[src/rtl/spectrum_seq_ctrl_if.sv]
// Handshake and RAM bus bundle for the spectrum acquisition sequencer.
// master = sequencer side, slave = FFT / RAM / detector / display side.
interface spectrum_seq_ctrl_if;
    logic        start;
    logic        fft_start;
    logic        mag_valid;
    logic [15:0] mag_data;
    logic        ram_we;
    logic [11:0] ram_waddr;
    logic [15:0] ram_wdata;
    logic        det_en;
    logic [11:0] det_rd_addr;
    logic [11:0] disp_rd_addr;
    logic [11:0] ram_raddr;
    logic        det_valid;
    logic [2:0]  det_type;
    logic        busy;
    logic        result_valid;
    logic [2:0]  result_type;
    logic        timeout_err;

    modport master (
        input  start, mag_valid, mag_data, det_rd_addr, disp_rd_addr,
        input  det_valid, det_type,
        output fft_start, ram_we, ram_waddr, ram_wdata, det_en,
        output ram_raddr, busy, result_valid, result_type, timeout_err
    );

    modport slave (
        output start, mag_valid, mag_data, det_rd_addr, disp_rd_addr,
        output det_valid, det_type,
        input  fft_start, ram_we, ram_waddr, ram_wdata, det_en,
        input  ram_raddr, busy, result_valid, result_type, timeout_err
    );
endinterface

[src/rtl/spectrum_seq_ctrl.sv]
// Frame sequencer: launches FFT, stores magnitudes, runs the detector
// with a timeout and latches the classification result.
module spectrum_seq_ctrl #(
    parameter int N_POINTS = 4096,
    parameter int TIMEOUT  = 1000000
) (
    input logic                 clk,
    input logic                 rst_n,
    spectrum_seq_ctrl_if.master bus
);

    localparam int CW = (N_POINTS > 1) ? $clog2(N_POINTS) : 1;
    localparam int TW = (TIMEOUT > 1) ? $clog2(TIMEOUT) : 1;
    localparam logic [CW-1:0] W_LAST = CW'(N_POINTS - 1);
    localparam logic [TW-1:0] T_LAST = TW'(TIMEOUT - 1);

    typedef enum logic [2:0] {
        IDLE,
        WRITE,
        SETTLE,
        DETECT,
        DONE
    } state_t;

    state_t        state;
    state_t        state_nxt;
    logic [CW-1:0] wcnt;
    logic [TW-1:0] tcnt;
    logic          launch;
    logic          wr;
    logic          hit;
    logic          tmo;

    // next-state and per-cycle control decode
    always_comb begin
        state_nxt = state;
        launch    = 1'b0;
        wr        = 1'b0;
        hit       = 1'b0;
        tmo       = 1'b0;
        unique case (state)
            IDLE: begin
                if (bus.start) begin
                    launch    = 1'b1;
                    state_nxt = WRITE;
                end
            end
            WRITE: begin
                if (bus.mag_valid) begin
                    wr = 1'b1;
                    if (wcnt == W_LAST) state_nxt = SETTLE;
                end
            end
            SETTLE: state_nxt = DETECT;
            DETECT: begin
                // a detector result on the final cycle beats the timeout
                if (bus.det_valid) begin
                    hit       = 1'b1;
                    state_nxt = DONE;
                end else if (tcnt == T_LAST) begin
                    tmo       = 1'b1;
                    state_nxt = DONE;
                end
            end
            DONE: begin
                if (bus.start) begin
                    launch    = 1'b1;
                    state_nxt = WRITE;
                end
            end
            default: state_nxt = IDLE;
        endcase
    end

    // state register
    always_ff @(posedge clk or negedge rst_n) begin
        if (!rst_n) state <= IDLE;
        else        state <= state_nxt;
    end

    // write address counter, saturates on the last bin
    always_ff @(posedge clk or negedge rst_n) begin
        if (!rst_n)                       wcnt <= '0;
        else if (launch)                  wcnt <= '0;
        else if (wr && (wcnt != W_LAST))  wcnt <= wcnt + 1'b1;
    end

    // detect-phase cycle counter, cleared outside DETECT
    always_ff @(posedge clk or negedge rst_n) begin
        if (!rst_n)
            tcnt <= '0;
        else if ((state == DETECT) && (state_nxt == DETECT))
            tcnt <= tcnt + 1'b1;
        else
            tcnt <= '0;
    end

    // registered pulses, detector enable and result holding
    always_ff @(posedge clk or negedge rst_n) begin
        if (!rst_n) begin
            bus.fft_start    <= 1'b0;
            bus.det_en       <= 1'b0;
            bus.result_valid <= 1'b0;
            bus.result_type  <= 3'b000;
            bus.timeout_err  <= 1'b0;
        end else begin
            bus.fft_start <= launch;
            bus.det_en    <= (state_nxt == DETECT);
            if (launch) begin
                bus.result_valid <= 1'b0;
                bus.timeout_err  <= 1'b0;
            end else if (hit) begin
                bus.result_type  <= bus.det_type;
                bus.result_valid <= 1'b1;
                bus.timeout_err  <= 1'b0;
            end else if (tmo) begin
                bus.result_type  <= 3'b000;
                bus.result_valid <= 1'b1;
                bus.timeout_err  <= 1'b1;
            end
        end
    end

    // write port is gated so it reads as zero whenever no write happens
    assign bus.ram_we    = wr;
    assign bus.ram_waddr = wr ? 12'(wcnt) : 12'h000;
    assign bus.ram_wdata = wr ? bus.mag_data : 16'h0000;
    assign bus.ram_raddr = (state == DETECT) ? bus.det_rd_addr
                                             : bus.disp_rd_addr;
    assign bus.busy      = (state == WRITE) || (state == SETTLE) ||
                           (state == DETECT);

endmodule

[src/flat_wrapper.sv]
// flat-port wrapper written by rule: the top's interface ports become plain ports
module spectrum_seq_ctrl_flat 
#(
    parameter int N_POINTS = 4096,
    parameter int TIMEOUT  = 1000000
)
  (clk, rst_n, bus_start, bus_mag_valid, bus_mag_data, bus_det_rd_addr, bus_disp_rd_addr, bus_det_valid, bus_det_type, bus_fft_start, bus_ram_we, bus_ram_waddr, bus_ram_wdata, bus_det_en, bus_ram_raddr, bus_busy, bus_result_valid, bus_result_type, bus_timeout_err);
  spectrum_seq_ctrl_if bus_i ();
  input logic clk;
  input logic rst_n;
  input wire logic [$bits(bus_i.start)-1:0] bus_start;
  input wire logic [$bits(bus_i.mag_valid)-1:0] bus_mag_valid;
  input wire logic [$bits(bus_i.mag_data)-1:0] bus_mag_data;
  input wire logic [$bits(bus_i.det_rd_addr)-1:0] bus_det_rd_addr;
  input wire logic [$bits(bus_i.disp_rd_addr)-1:0] bus_disp_rd_addr;
  input wire logic [$bits(bus_i.det_valid)-1:0] bus_det_valid;
  input wire logic [$bits(bus_i.det_type)-1:0] bus_det_type;
  output wire logic [$bits(bus_i.fft_start)-1:0] bus_fft_start;
  output wire logic [$bits(bus_i.ram_we)-1:0] bus_ram_we;
  output wire logic [$bits(bus_i.ram_waddr)-1:0] bus_ram_waddr;
  output wire logic [$bits(bus_i.ram_wdata)-1:0] bus_ram_wdata;
  output wire logic [$bits(bus_i.det_en)-1:0] bus_det_en;
  output wire logic [$bits(bus_i.ram_raddr)-1:0] bus_ram_raddr;
  output wire logic [$bits(bus_i.busy)-1:0] bus_busy;
  output wire logic [$bits(bus_i.result_valid)-1:0] bus_result_valid;
  output wire logic [$bits(bus_i.result_type)-1:0] bus_result_type;
  output wire logic [$bits(bus_i.timeout_err)-1:0] bus_timeout_err;
  assign bus_i.start = bus_start;
  assign bus_i.mag_valid = bus_mag_valid;
  assign bus_i.mag_data = bus_mag_data;
  assign bus_i.det_rd_addr = bus_det_rd_addr;
  assign bus_i.disp_rd_addr = bus_disp_rd_addr;
  assign bus_i.det_valid = bus_det_valid;
  assign bus_i.det_type = bus_det_type;
  assign bus_fft_start = bus_i.fft_start;
  assign bus_ram_we = bus_i.ram_we;
  assign bus_ram_waddr = bus_i.ram_waddr;
  assign bus_ram_wdata = bus_i.ram_wdata;
  assign bus_det_en = bus_i.det_en;
  assign bus_ram_raddr = bus_i.ram_raddr;
  assign bus_busy = bus_i.busy;
  assign bus_result_valid = bus_i.result_valid;
  assign bus_result_type = bus_i.result_type;
  assign bus_timeout_err = bus_i.timeout_err;
  spectrum_seq_ctrl #(.N_POINTS(N_POINTS), .TIMEOUT(TIMEOUT)) u_core (.clk(clk), .rst_n(rst_n), .bus(bus_i));
endmodule
[config.mk]
export PLATFORM = sky130hd
export DESIGN_NAME = spectrum_seq_ctrl_flat
export DESIGN_NICKNAME = d
export VERILOG_FILES = /design/src/rtl/spectrum_seq_ctrl_if.sv /design/src/rtl/spectrum_seq_ctrl.sv /design/src/flat_wrapper.sv
export SDC_FILE = /design/constraint.sdc
export NUM_CORES = 1
export LEC_CHECK = 0
export CORE_MARGIN = 2
export CORE_UTILIZATION = 40
export DETAILED_ROUTE_END_ITERATION = 10
export PLACE_DENSITY_LB_ADDON = 0.15
export SLEW_MARGIN = 20
export SYNTH_ARGS = -nofsm -noshare
export SYNTH_HDL_FRONTEND = slang
export SYNTH_SLANG_ARGS = --single-unit
export TNS_END_PERCENT = 5
[constraint.sdc]
create_clock -name clk -period 5.2 [get_ports clk]
set_input_delay 1.04 -clock clk [delete_from_list [all_inputs] [get_ports clk]]
set_output_delay 1.04 -clock clk [all_outputs]
set_load 0.02 [all_outputs]
Word level (Yosys, flattened, before mapping)
Index checks and enable logic that the tools add are counted.
W data, S select, Z words.
{"block": "word_totals", "reg_bits": 42, "in_bits": 48}
{"block": "classes", "add_sub_neg": 2, "n_eq_ne": 8, "mux": 28, "bitwise_logic": 1, "reduce_logical": 10}
{"op": "$mux W12", "count": 4}
{"op": "$mux W3", "count": 7}
{"op": "$add A20 B1 Y20 const B", "count": 1}
{"op": "$eq A20 B20 Y1 const B", "count": 1}
{"op": "$mux W20", "count": 1}
{"op": "$mux W16", "count": 1}
{"op": "$mux W1", "count": 14}
{"op": "$add A12 B1 Y12 const B", "count": 1}
{"op": "$eq A12 B12 Y1 const B", "count": 1}
{"op": "$ne A12 B12 Y1 const B", "count": 1}
{"op": "$pmux W3 S4", "count": 1}
{"op": "$eq A3 B2 Y1 const B", "count": 3}
{"op": "$reduce_bool A2 Y1", "count": 2}
{"op": "$eq A3 B1 Y1 const B", "count": 1}
{"op": "$eq A3 B3 Y1 const B", "count": 1}
{"op": "$logic_not A3 Y1", "count": 1}
{"op": "$reduce_bool A3 Y1", "count": 1}
{"op": "$logic_and A1 B1 Y1", "count": 2}
{"op": "$logic_or A1 B1 Y1", "count": 2}
{"op": "$reduce_and A2 Y1", "count": 1}
{"op": "$reduce_or A2 Y1", "count": 1}
{"op": "$not A1 Y1", "count": 1}

Depth between registers and ports, before layout
{"block": "logic_depth", "ltp_word": 7, "ltp_mapped": 7, "ltp_nobuf": 6}

Worst setup path before layout
Ideal clock, no wire load.
{"block": "synth_path", "path_type": "input-to-output", "from": "input bus_mag_valid", "to": "output bus_ram_waddr[10]", "t_arrival_ns": 2.191, "t_required_ns": 4.160, "path_slack_ns": 1.969, "stages": 5, "n_path_buf": 2, "path_cell_list": "nand4bb_1 > inv_1 > clkbuf_1 > clkbuf_1 > and2_1"}
{"block": "synth_via", "elab_chain_len": 3}
{"element": "start: declaration", "line_no": "flat_wrapper.sv:12", "source": "input wire logic [$bits(bus_i.mag_valid)-1:0] bus_mag_valid;"}
{"element": "$mux W1", "line_no": "spectrum_seq_ctrl.sv:49", "source": "if (bus.mag_valid) begin"}
{"element": "$mux W1", "line_no": "spectrum_seq_ctrl.sv:41", "source": "unique case (state)"}
{"element": "via bus_ram_we", "line_no": "flat_wrapper.sv:19", "source": "output wire logic [$bits(bus_i.ram_we)-1:0] bus_ram_we;"}
{"element": "$mux W12", "line_no": "spectrum_seq_ctrl.sv:126", "source": "assign bus.ram_waddr = wr ? 12'(wcnt) : 12'h000;"}
{"element": "end: declaration", "line_no": "flat_wrapper.sv:20", "source": "output wire logic [$bits(bus_i.ram_waddr)-1:0] bus_ram_waddr;"}
The timed path passes the listed nets, and every way through them passes these cells.

Worst setup path after layout
{"block": "layout_path", "from": "input bus_mag_valid", "to": "output bus_ram_wdata[14]"}
{"block": "layout_via", "elab_chain_len": 3}
{"element": "$mux W1", "line_no": "spectrum_seq_ctrl.sv:49"}
{"element": "$mux W1", "line_no": "spectrum_seq_ctrl.sv:41"}
{"element": "$mux W16", "line_no": "spectrum_seq_ctrl.sv:127", "source": "assign bus.ram_wdata = wr ? bus.mag_data : 16'h0000;"}
{"element": "end: declaration", "line_no": "flat_wrapper.sv:21", "source": "output wire logic [$bits(bus_i.ram_wdata)-1:0] bus_ram_wdata;"}
Every way passes these cells.

==> metrics.cfg <==
[routing]
wl_per_cell_um=13.5
routed_wl_um=5560
viasPerCell=4.97
ant_nets=0
first_pass_iters=4
vias=2048
drcViolationCount=0
initialDrtViolationCount=105

[global_routing]
grt_pass1_vias=2035
grt_max_degree=43
grt_pass1_wl_um=9450
antenna_found_initial=0
grt_use_total_pct=18.9
grt_overflow=0

[sta]
finalHoldViolCount=0
holdWs_ns=0.485
period_needed_ns=4.16
slew_headroom_pct=38.3
worstMarginPinSlew_ns=0.925
tns_ns=0
grt_setup_unrepaired=false
fin_crit_sh_pct=80.0
fin_skew_ns=0.00435
setup_slack_ns=1.04
finalSetupViolCount=0
fmax_ghz=0.240
slew_violations=0

[worst_setup_path]
path_class=in -> out
critPathMaxFanout=29
cp-start-kind=input port
rrSetupSlack_ns=3.12
endpoint_kind=primary output
worstPathArrival_ns=3.12
worstPathRequired_ns=4.16

[yosys]
ys_async_sr_fraction_pct=100
synthDistinctLibCells=43
yosysSeqAreaShare_pct=45.4
ys.flop_type=dfrtp_1
syn_area_per_cell_um2=9.57
ys_ff_latch=42
synth_top_area_share_pct=45.4
yosys_warnings=0
synth.net_count=292
syn_inst=242
synth_top_area_cell=dfrtp_1
synthTopCellsByCount=42 x dfrtp_1, 35 x nor2_1, 27 x and2_1
synthTopCellsByArea=dfrtp_1 45%, and2_1 7.3%, mux2_2 5.8%
synthMostInstantiatedCell=dfrtp_1
synth_edf_count=0
syn-cell-area_um2=2320

[cells_and_area]
drive_above_1_share_pct=8.24
nNetsFinal=389
synthToLayoutAreaGrowth_pct=48.2
fillers=480
diodes=0

[power]
p_leak_nw=1.44
vdd_drop_max_mv=0.116
p_per_area_nw_per_um2=246

[cts]
root_buffer=clkbuf_8
cts.htree.levels=2
cts_setup_buffers=0
cts_tree=done
insertion_delay_ns=0.30
cts_hold_buffers=0
clkTransAtPathRegs_ns=0.07
numCtsBuffers=5
cts.sinks=42
cts_resized=0
cts.path.max_buffers=2

[placed_design]
dp_slack_ns=0.988
io_buffers=96
place_congestion=0.823
dp_hpwl_um=4280

[run]
cap_viol_max_count=0

[floorplan]
num_rows=27
die_area_um2=6410
die_h_um=80.1
chipWidth_um=80.1
core_um2=5540
io_pins=97
start_util_pct=41.8

[run_status]
status=complete, no violations

[worst_hold_path]
min_path_type=reg -> reg

worst max-delay path: stages:
cell             delay, ns
clkdlybuf4s50_1       0.49
nand4bb_1             0.22
inv_1                 0.54
and2_1                0.22
clkdlybuf4s50_1       0.61
per-layer routing:
metal	GRT usage [%]	wire length (um)	share of wire (%)	up-vias
li1	-	-	-	1020
met1	23.5	2360	42	937
met5	0	0	0	-
met4	6.10	66	1.2	0
met3	7.42	525	9.4	8
met2	30.1	2610	47	83
flip-flops by register name, indices dropped and copies added (netlist names):
signal                   flops
u_core.tcnt                 20
u_core.wcnt                 12
u_core.bus.result_type       3
u_core.state                 3
u_core.bus.det_en            1
u_core.bus.fft_start         1
u_core.bus.result_valid      1
u_core.bus.timeout_err       1
layout make-up:
type / instances / area [um2] / area share (%)
inverters: 8 / 30.0 / 0.875
repair buffers: 97 / 963 / 28.1
clock buffers: 7 / 86.3 / 2.52
clock inverters: 1 / 5.00 / 0.146
multi-input cells: 185 / 1210 / 35.1
flip-flops and latches: 42 / 1050 / 30.6
well taps: 72 / 90.1 / 2.62
through the flow:
step / total power [mW] / area, um2 / utilization, % / instances
global route: 0.893 / 3430 / 61.9 / 412
finish: 0.845 / 3430 / 61.9 / 412
CTS: 0.858 / 3430 / 61.9 / 412
detailed placement: 0.641 / 3340 / 60.3 / 404
global placement: 0.638 / 3340 / 60.3 / 404
floorplan: 0.514 / 2320 / - / 242
final timing paths:
path                       cells past startpoint                  startpoint                           to
max                                            5               bus_mag_valid            bus_ram_wdata[14]
min                                            1    u_core.tcnt[0]$_DFF_PN0_     u_core.tcnt[0]$_DFF_PN0_
max reg2reg                                    6  u_core.wcnt[0]$_DFFE_PN0P_   u_core.wcnt[3]$_DFFE_PN0P_
min reg2reg                                    1    u_core.tcnt[0]$_DFF_PN0_     u_core.tcnt[0]$_DFF_PN0_
max in group asynchronous                      1                       rst_n  u_core.wcnt[10]$_DFFE_PN0P_
min in group asynchronous                      1                       rst_n    u_core.tcnt[13]$_DFF_PN0_
cell families after synthesis:
group	share of synthesized area [%]
AOI/OAI and AO/OA	6.37
muxes	7.56
DFF	45.4
xor gates and xnor gates	8.32
adders and majority gates	1.08
and+or+nand+nor	28.5
buffers and inverters	2.76
power by group:
group | internal [mW] | switching [mW]
registers | 0.359 | 0.0404
logic | 0.128 | 0.106
clock network | 0.107 | 0.105
placed cells by master, fill, tap and decap left out, types with 2 or more instances in the layout:
cell              n
nand2_1          24
a31oi_1           4
nor2_1           35
nand3_1           8
a211oi_1          2
nand4_1           7
clkbuf_8          6
nor3_1            5
and3_1            5
clkdlybuf4s50_1  95
o21ai_0           2
ha_1              2
inv_1             8
a32o_1            3
mux2i_1           4
xor2_1           15
xnor2_1           7
dfrtp_1          42
and2_1           27
mux2_2           12
Power figures use the tool's default switching activity.
